**src/rtl/amo_arbiter.sv**
```systemverilog
`timescale 1ns/1ps
`default_nettype none
// ============================================================================
//  Module   : amo_alu / amo_arbiter
//  Purpose  : Two-core atomic memory operation sequencer. Round-robin grant,
//             locked read-modify-write on the shared data-memory port, and
//             return of the original memory word to the requesting core.
//  Revision : 1.0  initial release
// ============================================================================

// ----------------------------------------------------------------------------
//  amo_alu : combinational modify step of the read-modify-write.
//  Opcode values match the AMO_* encodings used by taiga_types.
// ----------------------------------------------------------------------------
module amo_alu (
   input  logic [4:0]  op,
   input  logic [31:0] rs1_load,
   input  logic [31:0] rs2,
   output logic [31:0] result
);

   localparam logic [4:0] AMO_ADD  = 5'b00000;
   localparam logic [4:0] AMO_SWAP = 5'b00001;
   localparam logic [4:0] AMO_XOR  = 5'b00100;
   localparam logic [4:0] AMO_OR   = 5'b01000;
   localparam logic [4:0] AMO_AND  = 5'b01100;
   localparam logic [4:0] AMO_MIN  = 5'b10000;
   localparam logic [4:0] AMO_MAX  = 5'b10100;
   localparam logic [4:0] AMO_MINU = 5'b11000;
   localparam logic [4:0] AMO_MAXU = 5'b11100;

   logic signed_lt;
   logic unsigned_lt;

   // Shared comparators feed all four MIN/MAX variants; unknown opcodes yield 0
   always_comb begin
      signed_lt   = $signed(rs1_load) < $signed(rs2);
      unsigned_lt = rs1_load < rs2;
      result      = 32'h0;
      case (op)
         AMO_ADD:  result = rs1_load + rs2;
         AMO_SWAP: result = rs2;
         AMO_XOR:  result = rs1_load ^ rs2;
         AMO_OR:   result = rs1_load | rs2;
         AMO_AND:  result = rs1_load & rs2;
         AMO_MIN:  result = signed_lt   ? rs1_load : rs2;
         AMO_MAX:  result = signed_lt   ? rs2      : rs1_load;
         AMO_MINU: result = unsigned_lt ? rs1_load : rs2;
         AMO_MAXU: result = unsigned_lt ? rs2      : rs1_load;
         default:  result = 32'h0;
      endcase
   end

endmodule

// ----------------------------------------------------------------------------
//  amo_arbiter : top level. One AMO in flight at a time keeps every
//  read-modify-write atomic with respect to both cores.
// ----------------------------------------------------------------------------
module amo_arbiter (
   input  logic             clk,
   input  logic             rst_n,
   input  logic [1:0]       req_valid,
   output logic [1:0]       req_ready,
   input  logic [1:0][31:0] req_addr,
   input  logic [1:0][31:0] req_rs2,
   input  logic [1:0][4:0]  req_op,
   output logic [1:0]       resp_valid,
   input  logic [1:0]       resp_ready,
   output logic [31:0]      resp_data,
   output logic             mem_req,
   output logic             mem_we,
   output logic [31:0]      mem_addr,
   output logic [31:0]      mem_wdata,
   input  logic             mem_ack,
   input  logic [31:0]      mem_rdata,
   output logic             mem_lock
);

   typedef enum logic [1:0] {
      ST_IDLE = 2'd0,
      ST_RD   = 2'd1,
      ST_WR   = 2'd2,
      ST_RESP = 2'd3
   } state_e;

   state_e      state_q,      state_d;
   logic        last_grant_q, last_grant_d;
   logic        gnt_q,        gnt_d;
   logic [31:0] addr_q,       addr_d;
   logic [31:0] rs2_q,        rs2_d;
   logic [4:0]  op_q,         op_d;
   logic [31:0] old_val_q,    old_val_d;
   logic [31:0] new_val_q,    new_val_d;

   logic        arb_gnt;
   logic [31:0] alu_result;

   // Round-robin pick: a lone requester wins, a tie goes to the core not served last
   always_comb begin
      arb_gnt = 1'b0;
      case (req_valid)
         2'b10:   arb_gnt = 1'b1;
         2'b11:   arb_gnt = ~last_grant_q;
         default: arb_gnt = 1'b0;
      endcase
   end

   // Modify step works directly on the returning read data
   amo_alu u_amo_alu (
      .op       (op_q),
      .rs1_load (mem_rdata),
      .rs2      (rs2_q),
      .result   (alu_result)
   );

   // Next-state, request accept and operand capture
   always_comb begin
      state_d      = state_q;
      last_grant_d = last_grant_q;
      gnt_d        = gnt_q;
      addr_d       = addr_q;
      rs2_d        = rs2_q;
      op_d         = op_q;
      old_val_d    = old_val_q;
      new_val_d    = new_val_q;
      req_ready    = 2'b00;
      case (state_q)
         ST_IDLE: begin
            if (|req_valid) begin
               req_ready[arb_gnt] = 1'b1;
               addr_d             = req_addr[arb_gnt];
               rs2_d              = req_rs2[arb_gnt];
               op_d               = req_op[arb_gnt];
               gnt_d              = arb_gnt;
               last_grant_d       = arb_gnt;
               state_d            = ST_RD;
            end
         end
         ST_RD: begin
            if (mem_ack) begin
               old_val_d = mem_rdata;
               new_val_d = alu_result;
               state_d   = ST_WR;
            end
         end
         ST_WR: begin
            if (mem_ack) begin
               state_d = ST_RESP;
            end
         end
         ST_RESP: begin
            if (resp_ready[gnt_q]) begin
               state_d = ST_IDLE;
            end
         end
         default: state_d = ST_IDLE;
      endcase
   end

   // Outputs decoded only from registered state/data, so memory inputs never reach them
   always_comb begin
      mem_req    = (state_q == ST_RD) || (state_q == ST_WR);
      mem_we     = (state_q == ST_WR);
      mem_lock   = mem_req;
      mem_addr   = mem_req ? addr_q : 32'h0;
      mem_wdata  = mem_we ? new_val_q : 32'h0;
      resp_valid = 2'b00;
      resp_data  = 32'h0;
      if (state_q == ST_RESP) begin
         resp_valid[gnt_q] = 1'b1;
         resp_data         = old_val_q;
      end
   end

   // State and datapath registers; last_grant resets to 1 so core 0 wins the first tie
   always_ff @(posedge clk or negedge rst_n) begin
      if (!rst_n) begin
         state_q      <= ST_IDLE;
         last_grant_q <= 1'b1;
         gnt_q        <= 1'b0;
         addr_q       <= 32'h0;
         rs2_q        <= 32'h0;
         op_q         <= 5'h0;
         old_val_q    <= 32'h0;
         new_val_q    <= 32'h0;
      end else begin
         state_q      <= state_d;
         last_grant_q <= last_grant_d;
         gnt_q        <= gnt_d;
         addr_q       <= addr_d;
         rs2_q        <= rs2_d;
         op_q         <= op_d;
         old_val_q    <= old_val_d;
         new_val_q    <= new_val_d;
      end
   end

endmodule

`default_nettype wire

```
**config.mk**
```make
export PLATFORM = sky130hd
export DESIGN_NAME = amo_arbiter
export DESIGN_NICKNAME = d
export VERILOG_FILES = /design/src/rtl/amo_arbiter.sv
export SDC_FILE = /design/constraint.sdc
export NUM_CORES = 1
export LEC_CHECK = 0
export CAP_MARGIN = 20
export CORE_MARGIN = 10
export CORE_UTILIZATION = 40
export DETAILED_ROUTE_END_ITERATION = 8
export PLACE_DENSITY = 0.68
export SYNTH_ARGS = -nofsm -noshare
export SYNTH_HDL_FRONTEND = slang
export SYNTH_HIERARCHICAL = 1
export SYNTH_SLANG_ARGS = --single-unit
export TNS_END_PERCENT = 50
```
**constraint.sdc**
```tcl
create_clock -name clk -period 4.21 [get_ports clk]
set_clock_uncertainty 0.05 [all_clocks]
set_input_delay 0.842 -clock clk [delete_from_list [all_inputs] [get_ports clk]]
set_output_delay 0.842 -clock clk [all_outputs]
set_load 0.05 [all_outputs]
```
==> summary.log, run 1 <==
INFO  synth          syn-num-nets=1547
INFO  power          clock_power_share=0.136
INFO  layout         postLayoutCoreUtil=0.5702
INFO  worst_setup_path required=4.47ns
INFO  placement      post-place-cells=1986
INFO  placement      detailed_place_hpwl=29070µm
INFO  route          wl=38360µm
INFO  power          power.density=770.8nW/µm²
INFO  timing         timing.final.crit_period=4.027ns
INFO  timing         final_max_slew_viol_count=0
INFO  synth          post_synth_inst_count=1269
INFO  route          detail_route.first_pass.iterations=5
INFO  synth          synth_top_flop_cell=sky130_fd_sc_hd__dfrtp_1
INFO  floorplanning  starting_density_of_the_core=0.4046
INFO  worst_setup_path crit_path_end_kind=flop
INFO  worst_setup_path crit_slowest_cell=sky130_fd_sc_hd__clkdlybuf4s50_1
INFO  power          comb_power_frac=0.668
INFO  grt            grt_util_all_layers=0.2114
INFO  layout         fin_cells=2018
INFO  worst_setup_path crit_fanout=21
INFO  placement      preCtsSetupSlack=-0.2703ns
INFO  run            drv.max_cap_violation_count=0
INFO  layout         num_antenna_cells=0
INFO  status         status=finished clean
INFO  floorplanning  floorplan.die_area=35120µm²
INFO  grt            gr-total-overflow=0
INFO  synth          syn_area=11210µm²
INFO  power          seqPwrFrac=0.196
INFO  grt            grt_first_pass_wirelength=60430µm
INFO  clocking       htree_num_levels=4
INFO  synth          count_of_unique_library_cells_instantiated_by_yosys=71
INFO  worst_setup_path worstReg2RegEnd=new_val_q[5]$_DFFE_PN0P_
INFO  floorplanning  floorplan.die.height=187.4µm
INFO  worst_setup_path critical_path.top_delay_family=compound AO/OA/AOI/OAI gates
INFO  worst_setup_path critPathBufInv=3
INFO  clocking       tritoncts_clock_tree=yes
INFO  grt            initial_antenna_violation_count=0
INFO  worst_setup_path cp_cell_instances=clkdlybuf4s50_1, inv_1, ha_1, or3b_1, a31oi_1, a311oi_2, o31a_4, nor4_4, buf_4, mux2i_1, or2_4, a221o_1, mux2_2
INFO  layout         areaGrowthSynthToFinish=40.90%
INFO  worst_setup_path reg2reg_setup_slack=0.59ns
INFO  timing         hold_viol=0
INFO  power          power_report.internal_total=6.290mW
INFO  power          ir_worst_vdd=0.0004902V
INFO  timing         setup-violations-final=0
INFO  layout         n_fill_cell=2474
INFO  clocking       postCtsHoldBufs=0
INFO  synth          synth_enable_flop_cells=0
INFO  route          drc_errors=0
INFO  timing         actual_slew_at_the_worst_max_slew_pin=1.009ns
INFO  layout         layout.nets=1906
INFO  clocking       cts_max_path_buffers=2
INFO  power          standby_leakage_power=7.154nW
INFO  worst_setup_path startpoint=mem_rdata[5]
INFO  synth          number_of_warnings_reported_in_the_yosys_synthesis_log=6
INFO  power          p_switching=5.885mW
INFO  worst_setup_path critical_path_class=input pin to flop
INFO  worst_setup_path worst_ep_arrival_time=4.29ns
INFO  timing         post-route-worst-setup-slack=0.1830ns
INFO  route          route.antenna.remaining_nets=0
INFO  worst_hold_path worstHoldPathType=input pin to async pin
INFO  timing         fmaxAchievable=248.3MHz
INFO  timing         relSlewSlack=0.3274
INFO  placement      port_buffers=279
INFO  timing         setup_repair_after_global_routing_missed_its_margin=false
INFO  floorplanning  design.core.area=27710µm²
INFO  timing         final.period_utilization=0.9565
INFO  route          route.vias.total=10687
INFO  synth          synthDominantCellAreaShare=0.3036
INFO  clocking       cts-root-buf=sky130_fd_sc_hd__clkbuf_16
INFO  floorplanning  boundaryPins=280
INFO  route          detailedRoute.firstIterationViolations=559
INFO  placement      weighted_congestion_at_the_end_of_routability_driven_global_placement=0.9211
INFO  synth          synth_area_leader_cell=sky130_fd_sc_hd__dfrtp_1
INFO  worst_setup_path r2r_start=rs2_q[13]$_DFFE_PN0P_
INFO  grt            grt_max_degree=108
INFO  clocking       cts_inserted_buffers=17
INFO  layout         drive_above_1_share=0.1555
INFO  clocking       clock_sink_count=137
INFO  clocking       path_clk_slew=0.07ns
INFO  synth          asyncSetResetFlopFracSynth=1.000
INFO  timing         timing.setup.tns=0ns
INFO  power          net_switching_fraction_of_the_power=0.4834
INFO  route          post_drt_via_cell_ratio=5.296
INFO  route          route.detailed.wl_per_inst=19.01µm
INFO  floorplanning  chipWidth=187.4µm
INFO  synth          post_synth_main_area_contributors=sky130_fd_sc_hd__dfrtp_1 (30%), sky130_fd_sc_hd__ha_1 (11%), sky130_fd_sc_hd__mux2i_1 (7.1%)
INFO  synth          ys_seq_area_frac=0.3059
INFO  worst_setup_path critical_path.startpoint_type=input pin
INFO  worst_setup_path depth_of_the_worst_register_to_register_path=13
INFO  synth          ys_seq_elements=137
INFO  grt            first_global_vias=11236
INFO  worst_setup_path worst_path_largest_cell_delay=0.48ns
INFO  synth          synth_area_per_cell=8.834µm²
INFO  clocking       insertion_delay=0.43ns
INFO  power          totalPowerFinal=12.18mW
INFO  floorplanning  floorplan.rows=61
## metal layers
layer  part of all wire  routed length [µm]  vias to the layer above  track usage
met5                  0                   0                        -            0
met4              0.019                 737                        0      0.05877
met3              0.088                3373                       52      0.07196
met2               0.48               18250                      411       0.3517
met1               0.42               16000                     5040       0.2542
li1                   -                   -                     5184            -
## power by group through the flow
stage	sequential, mW	clock [mW]	combinational (mW)
floorplan	2.23	0	5.50
global placement	2.39	0	7.94
detailed placement	2.41	0	8.07
CTS	2.39	1.69	8.12
global route	2.48	1.74	8.81
finish	2.39	1.65	8.13
## per-stage QoR
| stage | instance area [µm²] | hold WS (ns) |
|---|---|---|
| after global placement | 15130 | 0.4081 |
| after global routing | 15800 | 0.2860 |
| final | 15800 | 0.2677 |
| after detailed placement | 15130 | 0.4177 |
| after CTS | 15770 | 0.4327 |
| after floorplan | 11210 | 0.3980 |
## state kept, by name, summed over array words and instances, names as in the netlist
signal,flops
gnt_q,1
last_grant_q,1
op_q,5
addr_q,32
state_q,2
rs2_q,32
new_val_q,32
old_val_q,32
## synth_stat cells, types with 4 or more instances
library cell                number
sky130_fd_sc_hd__dfrtp_1       136
sky130_fd_sc_hd__clkbuf_2        4
sky130_fd_sc_hd__nor4_1          9
sky130_fd_sc_hd__o31a_1          4
sky130_fd_sc_hd__o22ai_1        23
sky130_fd_sc_hd__a22o_1          4
sky130_fd_sc_hd__a21o_1          7
sky130_fd_sc_hd__nand2b_1       10
sky130_fd_sc_hd__ha_1          100
sky130_fd_sc_hd__xnor2_1        17
sky130_fd_sc_hd__and2_1        100
sky130_fd_sc_hd__buf_8           7
sky130_fd_sc_hd__nand3_1        21
sky130_fd_sc_hd__clkbuf_1       45
sky130_fd_sc_hd__and3_1         12
sky130_fd_sc_hd__nor3_1         10
sky130_fd_sc_hd__o31ai_1         8
sky130_fd_sc_hd__o21bai_1        5
sky130_fd_sc_hd__a211o_1         5
sky130_fd_sc_hd__nand2_1       103
sky130_fd_sc_hd__o211ai_1        9
sky130_fd_sc_hd__mux2i_1        80
sky130_fd_sc_hd__nand4_1         6
sky130_fd_sc_hd__buf_6           6
sky130_fd_sc_hd__and4_1          7
sky130_fd_sc_hd__inv_1          89
sky130_fd_sc_hd__buf_2          16
sky130_fd_sc_hd__or3_1           5
sky130_fd_sc_hd__mux2_2         64
sky130_fd_sc_hd__o21ai_1        71
sky130_fd_sc_hd__o21ai_0        43
sky130_fd_sc_hd__a21oi_1        66
sky130_fd_sc_hd__nor2b_1        10
sky130_fd_sc_hd__nor2_1         63
sky130_fd_sc_hd__a31oi_1        13
sky130_fd_sc_hd__or4_1           4
sky130_fd_sc_hd__a221o_1        19
sky130_fd_sc_hd__a22oi_1         8
sky130_fd_sc_hd__o2111ai_1       5
sky130_fd_sc_hd__a211oi_1        8
## what timing repair did
item	4_1_cts	5_1_grt
resized for setup	0	2
setup endpoints to repair	0	17
setup buffers	0	0
## worst reg2reg max path, stage by stage, from the launching register on
cell and delay, ns:
sky130_fd_sc_hd__dfrtp_1 0.44, sky130_fd_sc_hd__inv_1 0.09, sky130_fd_sc_hd__ha_1 0.33, sky130_fd_sc_hd__buf_4 0.17, sky130_fd_sc_hd__nor2_1 0.05, sky130_fd_sc_hd__a221oi_1 0.31
sky130_fd_sc_hd__nor2_1 0.15, sky130_fd_sc_hd__o31a_4 0.31, sky130_fd_sc_hd__nor4_4 0.29, sky130_fd_sc_hd__buf_4 0.16, sky130_fd_sc_hd__mux2i_1 0.09, sky130_fd_sc_hd__or2_4 0.38
sky130_fd_sc_hd__a221o_1 0.40, sky130_fd_sc_hd__mux2_2 0.26
## worst max path at each step
stage	endpoint	slack [ns]	depth (start not counted)
CTS	new_val_q[5]$_DFFE_PN0P_	0.19	13
finish	new_val_q[5]$_DFFE_PN0P_	0.18	13
global route	new_val_q[5]$_DFFE_PN0P_	0.02	13
detailed placement	new_val_q[5]$_DFFE_PN0P_	-0.27	13
global placement	new_val_q[1]$_DFFE_PN0P_	-0.18	13
floorplan	new_val_q[19]$_DFFE_PN0P_	0.24	15
## cell families (layout without fill, tap and decap cells)
logic type                 Yosys count  after routing  synth area share
muxes                              145            145            0.1371
adders and majority gates          101            101            0.1134
AOI/OAI and AO/OA                  327            327            0.1864
buffers and inverters              170            541           0.07087
DFF                                137            137            0.3059
and+or+nand+nor                    369            369            0.1708
xor gates and xnor gates            20             20           0.01563
## layout by cell type (no fill, tap or decap), types with 9 or more instances in the layout
master                            Yosys  final
sky130_fd_sc_hd__clkdlybuf4s50_1      0    277
sky130_fd_sc_hd__buf_4                2    140
sky130_fd_sc_hd__dfrtp_1            136    135
sky130_fd_sc_hd__nand2_1            103    102
sky130_fd_sc_hd__and2_1             100    100
sky130_fd_sc_hd__ha_1               100     99
sky130_fd_sc_hd__inv_1               89     89
sky130_fd_sc_hd__mux2i_1             80     80
sky130_fd_sc_hd__o21ai_1             71     71
sky130_fd_sc_hd__a21oi_1             66     66
sky130_fd_sc_hd__mux2_2              64     64
sky130_fd_sc_hd__nor2_1              63     63
sky130_fd_sc_hd__o21ai_0             43     42
sky130_fd_sc_hd__o22ai_1             23     23
sky130_fd_sc_hd__nand3_1             21     21
sky130_fd_sc_hd__a221o_1             19     19
sky130_fd_sc_hd__clkbuf_16            0     17
sky130_fd_sc_hd__xnor2_1             17     17
sky130_fd_sc_hd__a31oi_1             13     13
sky130_fd_sc_hd__and3_1              12     12
sky130_fd_sc_hd__nor2b_1             10     10
sky130_fd_sc_hd__nand2b_1            10     10
sky130_fd_sc_hd__nor3_1              10     10
sky130_fd_sc_hd__o211ai_1             9      9
## final cells by class
class / count / area [µm²] / area share
Timing Repair Buffer: 421 / 3902 / 0.2470
Tap cell: 378 / 473.0 / 0.02994
Inverter: 89 / 334.1 / 0.02115
Sequential cell: 137 / 3431 / 0.2172
Clock inverter: 13 / 195.2 / 0.01236
Clock buffer: 18 / 439.2 / 0.02780
Multi-Input combinational cell: 962 / 7022 / 0.4445
Note: power is estimated with default switching activity, not from simulation.
==> inputs of run 2 (changes only) <==
Settings changed: CELL_PAD_IN_SITES_DETAIL_PLACEMENT set to 1, CELL_PAD_IN_SITES_GLOBAL_PLACEMENT set to 1, CORE_UTILIZATION 40 to 38, PLACE_DENSITY 0.68 to 0.84.
==> summary.log, run 2 (synthesis gave the netlist of run 1 again) <==
INFO  clocking       cts_max_path_buffers=2
INFO  timing         actual_slew_at_the_worst_max_slew_pin=1.005ns
INFO  route          route.vias.total=11148
INFO  worst_hold_path worstHoldPathType=input pin to async pin
INFO  layout         layout_commonest_cell=sky130_fd_sc_hd__clkdlybuf4s50_1
INFO  run            drv.max_cap_violation_count=0
INFO  timing         timing.final.crit_period=4.115ns
INFO  clocking       path_clk_slew=0.08ns
INFO  power          p_switching=6.294mW
INFO  timing         fmaxAchievable=243.0MHz
INFO  clocking       cts_inserted_buffers=17
INFO  layout         finalInstanceArea=15860µm²
INFO  power          power.density=787.8nW/µm²
INFO  worst_setup_path critical_path.startpoint_type=input pin
INFO  clocking       cts-root-buf=sky130_fd_sc_hd__clkbuf_16
INFO  power          standby_leakage_power=7.191nW
INFO  worst_setup_path crit_path_end_kind=flop
INFO  worst_setup_path crit_fanout=11
INFO  layout         n_fill_cell=3317
INFO  status         status=finished clean
INFO  timing         final.period_utilization=0.9775
INFO  power          seqPwrFrac=0.198
INFO  timing         setup_repair_after_global_routing_missed_its_margin=false
INFO  timing         timing.setup.tns=0ns
INFO  clocking       insertion_delay=0.43ns
INFO  timing         setup-violations-final=0
INFO  grt            grt_max_degree=85
INFO  floorplanning  floorplan.die.height=191.8µm
INFO  power          power_report.internal_total=6.201mW
INFO  power          ir_worst_vdd=0.0005833V
INFO  worst_setup_path required=4.48ns
INFO  layout         areaGrowthSynthToFinish=41.48%
INFO  route          route.antenna.remaining_nets=0
INFO  timing         hold_viol=0
INFO  clocking       tritoncts_clock_tree=yes
INFO  power          net_switching_fraction_of_the_power=0.5037
INFO  floorplanning  chipWidth=191.8µm
INFO  floorplanning  floorplan.rows=62
INFO  floorplanning  floorplan.die_area=36770µm²
INFO  layout         multi_input_gate_area=7057µm²
INFO  placement      dpl-instance-area=15230µm²
INFO  worst_setup_path crit_slowest_cell=sky130_fd_sc_hd__clkdlybuf4s50_1
INFO  clocking       htree_num_levels=4
INFO  route          post_drt_via_cell_ratio=5.484
INFO  layout         layout.nets=1914
INFO  placement      weighted_congestion_at_the_end_of_routability_driven_global_placement=0.9341
INFO  route          drc_errors=0
INFO  power          comb_power_frac=0.674
INFO  grt            grt_first_pass_wirelength=68570µm
INFO  worst_setup_path worst_ep_arrival_time=4.38ns
INFO  route          detailedRoute.firstIterationViolations=596
INFO  timing         final_max_slew_viol_count=0
INFO  floorplanning  boundaryPins=280
INFO  layout         area.sequential=3431µm²
INFO  route          detail_route.first_pass.iterations=8
INFO  grt            initial_antenna_violation_count=0
INFO  placement      port_buffers=279
INFO  timing         relSlewSlack=0.3297
INFO  worst_setup_path critical_path_class=input pin to flop
INFO  route          wl=43820µm
INFO  placement      detailed_place_hpwl=32950µm
INFO  layout         drive_above_1_share=0.1619
INFO  worst_setup_path cp_common_cell=sky130_fd_sc_hd__buf_4
INFO  layout         mostFrequentLayoutCells=sky130_fd_sc_hd__clkdlybuf4s50_1 (277), sky130_fd_sc_hd__buf_4 (146), sky130_fd_sc_hd__dfrtp_1 (135)
INFO  worst_setup_path cp_cell_instances=clkdlybuf4s50_1, inv_1, ha_1, or3b_4, a31oi_2, a311oi_2, buf_4, o31a_4, nor4_4, buf_4, mux2i_1, or2_4, a221o_1, mux2_2
INFO  layout         num_antenna_cells=0
INFO  power          clock_power_share=0.128
INFO  clocking       postCtsHoldBufs=0
INFO  grt            first_global_vias=12321
INFO  floorplanning  design.core.area=28940µm²
INFO  grt            gr-total-overflow=0
INFO  worst_setup_path worst_path_largest_cell_delay=0.49ns
INFO  timing         timing.hold.ws=0.3376ns
INFO  clocking       post_cts_buffers=0
INFO  grt            grt_util_all_layers=0.2335
INFO  floorplanning  starting_density_of_the_core=0.3874
INFO  route          route.detailed.wl_per_inst=21.55µm
INFO  clocking       clock_sink_count=137
[run 2: changes by cell type in the layout (fill, tap and decap cells not counted), moves of 2 or more]
| cell | delta |
|---|---|
| sky130_fd_sc_hd__buf_12 | +2 |
| sky130_fd_sc_hd__bufinv_16 | -3 |
| sky130_fd_sc_hd__clkinvlp_4 | -2 |
| sky130_fd_sc_hd__inv_8 | +6 |
| sky130_fd_sc_hd__clkinv_4 | -3 |
| sky130_fd_sc_hd__buf_4 | +6 |
| sky130_fd_sc_hd__inv_6 | +3 |
[run 2: power by group through the flow]
stage | sequential, mW | combinational, mW | clock, mW
6_report | 2.47 | 8.42 | 1.60
5_1_grt | 2.57 | 9.07 | 1.68
4_1_cts | 2.47 | 8.40 | 1.63
3_5_place_dp | 2.49 | 8.29 | 0
3_3_place_gp | 2.44 | 8.04 | 0
2_1_floorplan | 2.23 | 5.50 | 0
[run 2: layout make-up]
cell class / count / area share
Clock buffer: 17 / 0.02682
Clock inverter: 15 / 0.01096
Inverter: 89 / 0.02106
Multi-Input combinational cell: 963 / 0.4449
Sequential cell: 137 / 0.2163
Tap cell: 384 / 0.03029
Timing Repair Buffer: 428 / 0.2497
[run 2: worst paths after layout]
path	from	end	slack, ns	depth (start not counted)
max in group asynchronous	rst_n	last_grant_q$_DFFE_PN1P_	2.89	2
hold / removal	rst_n	old_val_q[6]$_DFFE_PN0P_	0.34	1
min in group clk	addr_q[29]$_DFFE_PN0P_	addr_q[29]$_DFFE_PN0P_	0.44	2
setup / recovery	mem_rdata[5]	new_val_q[7]$_DFFE_PN0P_	0.09	14
setup reg to reg	rs2_q[1]$_DFFE_PN0P_	new_val_q[7]$_DFFE_PN0P_	0.48	14
hold reg to reg	addr_q[29]$_DFFE_PN0P_	addr_q[29]$_DFFE_PN0P_	0.44	2
[run 2: through the flow]
| stage | std cells | setup slack [ns] | util | total power, mW |
|---|---|---|---|---|
| CTS | 2033 | 0.1076 | 0.5475 | 12.50 |
| global placement | 2000 | -0.3510 | 0.5265 | 10.48 |
| detailed placement | 2000 | -0.5027 | 0.5265 | 10.78 |
| floorplan | 1269 | 0.2403 | - | 7.730 |
| global route | 2033 | 0.004587 | 0.5482 | 13.31 |
| finish | 2033 | 0.09455 | 0.5482 | 12.50 |
[run 2: timing repair]
action / CTS / global route
resized for setup: 1 / 4
pin swaps: 2 / 2
cloned: 1 / 0
hold endpoints to repair: 0 / 0
endpoints found under the setup margin: 18 / 22
[run 2: worst max-delay path: cells and delay by family]
| kind | cells | cell delay [ns] |
|---|---|---|
| muxes | 2 | 0.40 |
| adders and majority gates | 1 | 0.30 |
| and+or+nand+nor | 3 | 0.93 |
| AOI/OAI and AO/OA | 4 | 1.01 |
| buffers and inverters | 4 | 0.90 |
[run 2: routing by layer]
metal / part of all wire / GRT usage / vias to the layer above
met5: 0 / 0 / -
met2: 0.51 / 0.4189 / 347
met1: 0.41 / 0.2704 / 5530
li1: - / - / 5215
met4: 0.016 / 0.05679 / 0
met3: 0.067 / 0.06057 / 56
